**config.mk**
```make
export PLATFORM = sky130hd
export DESIGN_NAME = mux_rr_arbiter
export DESIGN_NICKNAME = d
export VERILOG_FILES = /design/src/rtl/mux_rr_arbiter_pkg.sv /design/src/rtl/mux_rr_arbiter_mux_4_1.sv /design/src/rtl/mux_rr_arbiter.sv
export SDC_FILE = /design/constraint.sdc
export NUM_CORES = 1
export LEC_CHECK = 0
export ABC_CLOCK_PERIOD_IN_PS = 4500
export BUFFER_PORTS_ARGS = -buffer_cell sky130_fd_sc_hd__buf_2
export CAP_MARGIN = 20
export CORE_ASPECT_RATIO = 0.6
export CORE_UTILIZATION = 62
export CTS_CLUSTER_SIZE = 28
export DETAILED_ROUTE_END_ITERATION = 10
export PLACE_DENSITY = 0.84
export SLEW_MARGIN = 5
export SYNTH_ARGS = -nofsm -noshare
export SYNTH_HDL_FRONTEND = slang
export SYNTH_HIERARCHICAL = 1
export SYNTH_SLANG_ARGS = --single-unit
```
**constraint.sdc**
```tcl
create_clock -name clk -period 4.5 [get_ports clk]
set_clock_uncertainty 0.2 [all_clocks]
set_input_delay 0.45 -clock clk [delete_from_list [all_inputs] [get_ports clk]]
set_output_delay 0.45 -clock clk [all_outputs]
set_load 0.01 [all_outputs]
```
**src/rtl/mux_rr_arbiter_pkg.sv**
```systemverilog
// -----------------------------------------------------------------------------
// mux_rr_arbiter_pkg
// Shared definitions for the round-robin mux arbiter:
//   - N_REQ       : number of requesters sharing the mux path
//   - state_t     : arbiter FSM states (ST_IDLE = 1'b0, ST_GRANT = 1'b1)
//   - pick_t      : result of a round-robin search (valid flag + index)
//   - rr_pick     : rotating-priority search starting after the last owner
//   - idx_to_onehot : requester index to one-hot grant vector
// -----------------------------------------------------------------------------
package mux_rr_arbiter_pkg;

   localparam int N_REQ = 4;

   typedef enum logic {
      ST_IDLE  = 1'b0,
      ST_GRANT = 1'b1
   } state_t;

   typedef struct packed {
      logic       valid;
      logic [1:0] idx;
   } pick_t;

   // Searches last+1, last+2, last+3, last+4 (mod 4) and returns the first
   // requester found. The 2-bit candidate wraps naturally, so last+4 is the
   // last owner itself and it only wins when nobody else is asking.
   function automatic pick_t rr_pick(input logic [3:0] req, input logic [1:0] last);
      pick_t      res;
      logic [1:0] cand;
      logic       found;
      res.valid = 1'b0;
      res.idx   = 2'd0;
      for (int i = 1; i <= N_REQ; i++) begin
         cand      = last + 2'(i);
         found     = req[cand] & ~res.valid;
         res.idx   = found ? cand : res.idx;
         res.valid = res.valid | req[cand];
      end
      return res;
   endfunction

   function automatic logic [3:0] idx_to_onehot(input logic [1:0] idx);
      return 4'b0001 << idx;
   endfunction

endpackage

```
**src/rtl/mux_rr_arbiter_mux_4_1.sv**
```systemverilog
// -----------------------------------------------------------------------------
// mux_4_1
// Combinational 4:1 single-bit multiplexer.
// Ports:
//   S1, S0        : select, {S1,S0} = index of the input passed to Y
//   I3, I2, I1, I0: data inputs
//   Y             : selected data bit
// -----------------------------------------------------------------------------
module mux_4_1 (
   input  logic S1,
   input  logic S0,
   input  logic I3,
   input  logic I2,
   input  logic I1,
   input  logic I0,
   output logic Y
);

   // Select one of the four data bits
   always_comb begin
      Y = 1'b0;
      case ({S1, S0})
         2'b00:   Y = I0;
         2'b01:   Y = I1;
         2'b10:   Y = I2;
         2'b11:   Y = I3;
         default: Y = 1'b0;
      endcase
   end

endmodule

```
**src/rtl/mux_rr_arbiter.sv**
```systemverilog
// -----------------------------------------------------------------------------
// mux_rr_arbiter
// Round-robin arbiter sharing one 4:1 single-bit mux path among four
// requesters. An owner keeps the path while it requests; when others are
// waiting it is limited to MAX_HOLD consecutive cycles, after which ownership
// rotates to the next waiting requester.
// Parameters:
//   MAX_HOLD : max consecutive grant cycles under contention (2..255)
//   CNT_W    : hold counter width, 2**CNT_W > MAX_HOLD
// Ports:
//   clk            : clock, rising edge
//   rst            : synchronous active-high reset
//   req[3:0]       : request lines
//   I3, I2, I1, I0 : data bits from requesters 3..0
//   gnt[3:0]       : registered one-hot grant, zero when idle
//   S1, S0         : registered mux select (current or last owner)
//   busy           : registered, high while a grant is active
//   Y              : selected data bit gated by busy (combinational)
// -----------------------------------------------------------------------------
module mux_rr_arbiter
   import mux_rr_arbiter_pkg::*;
#(
   parameter int MAX_HOLD = 8,
   parameter int CNT_W    = 8
) (
   input  logic       clk,
   input  logic       rst,
   input  logic [3:0] req,
   input  logic       I3,
   input  logic       I2,
   input  logic       I1,
   input  logic       I0,
   output logic [3:0] gnt,
   output logic       S1,
   output logic       S0,
   output logic       busy,
   output logic       Y
);

   localparam logic [CNT_W-1:0] HOLD_LAST = CNT_W'(MAX_HOLD - 1);

   state_t           state_r;
   logic [1:0]       last_r;
   logic [CNT_W-1:0] hold_cnt_r;

   pick_t            idle_pick_s;
   pick_t            other_pick_s;
   logic             owner_req_s;
   logic             hold_done_s;
   logic             mux_y_s;

   // From idle every requester competes, starting after the last owner.
   assign idle_pick_s  = rr_pick(req, last_r);
   // While granted, only the other requesters count as contenders.
   assign other_pick_s = rr_pick(req & ~idx_to_onehot(last_r), last_r);
   assign owner_req_s  = req[last_r];
   // The counter saturates at HOLD_LAST, so equality also covers "at or past".
   assign hold_done_s  = (hold_cnt_r == HOLD_LAST);

   // Arbiter FSM: ownership, hold counter and registered outputs
   always_ff @(posedge clk) begin
      if (rst) begin
         state_r    <= ST_IDLE;
         last_r     <= 2'd3;
         hold_cnt_r <= {CNT_W{1'b0}};
         gnt        <= 4'b0000;
         S1         <= 1'b0;
         S0         <= 1'b0;
         busy       <= 1'b0;
      end else begin
         case (state_r)
            ST_IDLE: begin
               if (idle_pick_s.valid) begin
                  state_r    <= ST_GRANT;
                  last_r     <= idle_pick_s.idx;
                  hold_cnt_r <= {CNT_W{1'b0}};
                  gnt        <= idx_to_onehot(idle_pick_s.idx);
                  {S1, S0}   <= idle_pick_s.idx;
                  busy       <= 1'b1;
               end else begin
                  state_r    <= ST_IDLE;
               end
            end
            ST_GRANT: begin
               if (owner_req_s && !other_pick_s.valid) begin
                  // Sole requester: keep the grant, count up to the limit only.
                  hold_cnt_r <= hold_done_s ? hold_cnt_r : hold_cnt_r + CNT_W'(1);
               end else if (owner_req_s && !hold_done_s) begin
                  hold_cnt_r <= hold_cnt_r + CNT_W'(1);
               end else if (other_pick_s.valid) begin
                  // Forced rotation at the limit, or direct handover on release.
                  last_r     <= other_pick_s.idx;
                  hold_cnt_r <= {CNT_W{1'b0}};
                  gnt        <= idx_to_onehot(other_pick_s.idx);
                  {S1, S0}   <= other_pick_s.idx;
                  busy       <= 1'b1;
               end else begin
                  // Released with nobody waiting; select keeps the old owner.
                  state_r    <= ST_IDLE;
                  hold_cnt_r <= {CNT_W{1'b0}};
                  gnt        <= 4'b0000;
                  busy       <= 1'b0;
               end
            end
            default: begin
               state_r    <= ST_IDLE;
               hold_cnt_r <= {CNT_W{1'b0}};
               gnt        <= 4'b0000;
               busy       <= 1'b0;
            end
         endcase
      end
   end

   mux_4_1 u_mux (
      .S1 (S1),
      .S0 (S0),
      .I3 (I3),
      .I2 (I2),
      .I1 (I1),
      .I0 (I0),
      .Y  (mux_y_s)
   );

   assign Y = mux_y_s & busy;

endmodule

```
### Word-level counts from Yosys, hierarchy flattened

Index checks and enable logic that the tools add are counted.

* register bits: 18
* output and inout bits: 8

* $add $sub $neg: 4
* order comparisons: 4
* equality and inequality tests: 9
* shift-type cells: 3
* muxes and demuxes: 59
* bitwise operators: 22
* reduce and logical (&&, ||, !) cells: 8

Operators by type and width (number)
* $mux W8: 4
* $mux W2: 12
* $mux W1: 23
* $bmux W1 S2: 8
* $mux W4: 4
* $pmux W8 S2: 1
* $lt A2 B3 Y1 const B: 4
* $shl A1 B2 Y4 const A: 3
* $add A8 B1 Y8 const B: 1
* $eq A8 B3 Y1 const B: 1
* $pmux W1 S2: 4
* $pmux W4 S2: 1
* $and A1 B1 Y1: 7
* $not A1 Y1: 7
* $ne A2 B2 Y1 const B: 3
* $or A1 B1 Y1: 6
* $add A2 B2 Y2 const B: 2
* $and A4 B4 Y4: 1
* $eq A2 B2 Y1 const B: 2
* $not A4 Y4: 1
* $pmux W1 S4: 1
* $pmux W2 S2: 1
* $reduce_and A4 Y1: 1
* $ne A3 B3 Y1 const B: 1
* other kinds (8): 10

### Longest topological paths before layout

* depth after elaboration: 15
* depth in mapped cells: 11
* depth with buffers taken out: 8

### By module

Netlist, hierarchy kept.

By module, submodules not included
* mux_rr_arbiter: times used 1, cells each 176, area each 1467.7 um^2, sequential area each 360.3 um^2
* mux_4_1: times used 1, cells each 1, area each 22.5 um^2, sequential area each 0.0 um^2

### Worst setup path after synthesis

No wires, ideal clock.

* path kind: register to register
* from: reg last_r[0]
* to: reg hold_cnt_r[7]
* setup time: 0.070 ns
* arrival time: 2.595 ns
* path slack: 1.635 ns
* cell stages (with the launch flop): 11
* clock period less this slack: 2.865 ns
* path through: dfxtp_1 > buf_2 > buf_2 > inv_1 > ha_1 > or3b_2 > nand2_1 > nor4_4 > or2_4 > or4_1 > a21oi_1

* word-level cells in the longest chain between the ends: 12

Ends and longest elaborated chain
* start, declared: RTL line mux_rr_arbiter.sv:43 `logic [1:0] last_r;`
* start signal, assigned: RTL line mux_rr_arbiter.sv:75 `last_r <= idle_pick_s.idx;`
* start signal, assigned: RTL line mux_rr_arbiter.sv:92 `last_r <= other_pick_s.idx;`
* parallel branches: the longest is 12 deep, another holds $add A2 B1 Y2
* end signal, assigned: RTL line mux_rr_arbiter.sv:76 `hold_cnt_r <= {CNT_W{1'b0}};`
* end signal, assigned: RTL line mux_rr_arbiter.sv:87 `hold_cnt_r <= hold_done_s ? hold_cnt_r : hold_cnt_r + CNT_W'(1);`
* end signal, assigned: RTL line mux_rr_arbiter.sv:89 `hold_cnt_r <= hold_cnt_r + CNT_W'(1);`
* end, declared: RTL line mux_rr_arbiter.sv:44 `logic [CNT_W-1:0] hold_cnt_r;`

Parallel ways; which one is timed is not known. The select of a mux whose other input is x is not followed.
A chain may end at the register's enable or synchronous reset.

### Worst setup path in the final report

* from: reg last_r[0]
* to: reg gnt[0]

* word-level cells in the longest chain between the ends: 15

Ends and longest elaborated chain
* parallel branches: the longest is 15 deep, another holds $add A2 B1 Y2
* end signal, assigned: RTL line mux_rr_arbiter.sv:77 `gnt <= idx_to_onehot(idle_pick_s.idx);`
* end signal, assigned: RTL line mux_rr_arbiter.sv:94 `gnt <= idx_to_onehot(other_pick_s.idx);`
* end, declared: RTL line mux_rr_arbiter.sv:33 `output logic [3:0] gnt,`

Parallel ways; which one is timed is not known. The select of a mux whose other input is x is not followed.

==> impl_metrics.toml <==
[run_status]
status = "finished clean"

[detailed_routing]
remaining_drc_errors = 0
routed_wl_um = 3800
drt_iter0_markers = 234
ant_nets = 0
firstDrtPassIters = 4
vias = 1428
vias_per_cell = 6.61
routedWlPerCell_um = 17.6

[power_and_ir_drop]
max-vdd-ir-drop_mv = 0.290
p_int_uw = 463
combPwrFrac_pct = 56.6
power.leakage_uw = 0.000636
p_per_area_mw_per_mm2 = 524
switching_power_uw = 381
seq_power_share_pct = 30.2
p_clk_share_pct = 13.2
p_sw_share_pct = 45.2

[floorplan]
io_pins = 18
fp.dieH_um = 40.0
rows = 13
start_util_pct = 67.4
coreArea_sq_mm = 0.00221
die_x_um = 65.3
dieArea_sq_mm = 0.00261

[synthesis]
synth.avg_cell_area_sq_um = 8.42
async_reset_ff_share_pct = 0
yosysUniqueCellTypes = 58
synth_nets = 192
synth_flop_cell = "dfxtp_1"
netlist_top_cells_area = "dfxtp_1 24%, mux4_2 4.5%, ha_1 4.2%"
ys_ff_latch = 18
syn_inst = 177
yosysSeqAreaShare_pct = 24.2
netlist_area_sq_mm = 0.00149
yosysTopAreaCell = "dfxtp_1"
synth-edff-count = 0
synth_top_area_share_pct = 24.2
synth_warnings = 6

[critical_path]
crit_fanout = 24
crit_path_end_kind = "register"
crit_chain = "inv_1, ha_1, or3b_2, nand2_1, nor2_1, o2bb2ai_2, or2_1, o221ai_1"
setup.worst_path.start_class = "register"
cp_data_required_time_ns = 4.42
cp.arrival_ns = 3.14
critical-path-slowest-cell = "dfxtp_1"
critPathKind = "reg2reg"
critical-path-max-stage-delay_ns = 0.81

[global_route]
track_usage_pct = 32.2
grt_max_degree = 25
antenna_found_initial = 0
grt_pass1_vias = 1196
grt_pass1_wl_um = 6010
grt.overflow.total = 0

[timing]
setup_tns_ns = 0
maxSlewHeadroom_pct = 49.3
slew_violations = 0
tightestPinTransition_ns = 0.760
post-route-min-period_ns = 3.21
fmax_ghz = 0.311
setup_viol = 0
hold_viol_final = 0
fin_crit_sh_pct = 71.4
rsz0062_at_grt = "false"

[final_layout]
syn_to_final_growth_pct = 7.98
final_common_cell = "dfxtp_1"
nets = 203
final_cell_area_sq_mm = 0.00161
drive_gt1_share_pct = 20.4
num_antenna_cells = 0
layout_common_cells = "18 x dfxtp_1, 17 x buf_2, 16 x nor2_1"

[clock_network]
clkSlewWorstSetupHoldPaths_ns = 0.07
cts_buffer_depth = 2
cts_tree = "yes"
htreeDepth = 1
post_cts_buffers = 0
clkSinkCount = 18
hold_buffers = 0
post_cts_resized = 0
cts_buffers = 3
clk_latency_ns = 0.25
root_buffer = "clkbuf_8"

[place]
port_buffers = 17
dpl_cell_area_sq_mm = 0.00157
gp_congestion = 0.964
hpwl_um = 2840

[hold_path]
hold_class = "reg2reg"

[run]
cap_violations = 0
==> final cells by class <==
type | count | area (sq um)
Clock buffer | 3 | 41.3
Inverter | 8 | 30.0
Fill cell | 185 | 603
Tap cell | 30 | 37.5
Sequential cell | 18 | 360
Multi-Input combinational cell | 140 | 1050
Timing Repair Buffer | 17 | 85.1
==> Yosys cell counts, types with 3 or more instances <==
| library cell | number |
|---|---|
| a21oi_1 | 7 |
| buf_2 | 3 |
| and2_1 | 3 |
| nand3b_1 | 3 |
| o22ai_1 | 3 |
| nand2b_1 | 6 |
| nor2_1 | 16 |
| nand2_1 | 13 |
| mux4_2 | 3 |
| ha_1 | 5 |
| xnor2_1 | 5 |
| inv_1 | 7 |
| mux2i_1 | 5 |
| nand3_1 | 8 |
| nor2b_1 | 5 |
| clkbuf_1 | 8 |
| dfxtp_1 | 18 |
| nor4b_1 | 3 |
| mux2_2 | 4 |
==> state kept, by name, summed over array words and instances (netlist names) <==
signal	flops
S0	1
S1	1
busy	1
gnt	4
hold_cnt_r	8
last_r	2
state_r	1
==> critical path: cells and delay by family, from the launching register on <==
family	cells	cell delay [ns]
AND/OR/NAND/NOR	4	1.14
flip-flops	1	0.81
AO/OA/AOI/OAI	2	0.48
adder cells (fa/ha/maj)	1	0.27
buffers and inverters	1	0.18
==> worst paths after layout <==
| check | from | to | slack [ns] | cells past startpoint |
|---|---|---|---|---|
| worst max-delay path | last_r[0] | gnt[0] | 1.29 | 8 |
| worst min-delay path | busy | busy | 0.29 | 2 |
| worst max register to register | last_r[0] | gnt[0] | 1.29 | 8 |
| worst min register to register | busy | busy | 0.29 | 2 |
==> cells by family after synthesis <==
| kind of cell | share of synthesized area (%) |
|---|---|
| and+or+nand+nor | 33.5 |
| AOI/OAI and AO/OA | 18.6 |
| muxes | 10.9 |
| DFF | 24.2 |
| adders and majority gates | 4.20 |
| xor gates and xnor gates | 3.53 |
| buffers and inverters | 5.04 |
==> metal layers <==
metal / global-route usage [%] / wire, um / up-vias
li1: - / - / 678
met1: 48.7 / 1870 / 648
met2: 43.3 / 1490 / 98
met3: 9.66 / 422 / 4
met4: 7.61 / 24 / 0
met5: 0 / 0 / -
==> metrics by stage <==
step	setup WS [ns]	total power (uW)	cells	util, %	hold slack (ns)
3_5_place_dp	1.32	719	213	70.9	0.294
2_1_floorplan	1.64	608	177	-	0.246
4_1_cts	1.31	831	216	72.7	0.286
3_3_place_gp	1.46	700	213	70.9	0.267
5_1_grt	1.01	906	216	72.7	0.302
6_report	1.29	843	216	72.7	0.292
==> power groups by stage <==
stage | Clock [uW] | Sequential, uW | Combinational (uW)
after floorplan | 0 | 233 | 375
after global placement | 0 | 253 | 447
after detailed placement | 0 | 258 | 461
after CTS | 112 | 254 | 465
after global routing | 119 | 265 | 522
final | 111 | 255 | 477
(Power assumes the default switching activity.)
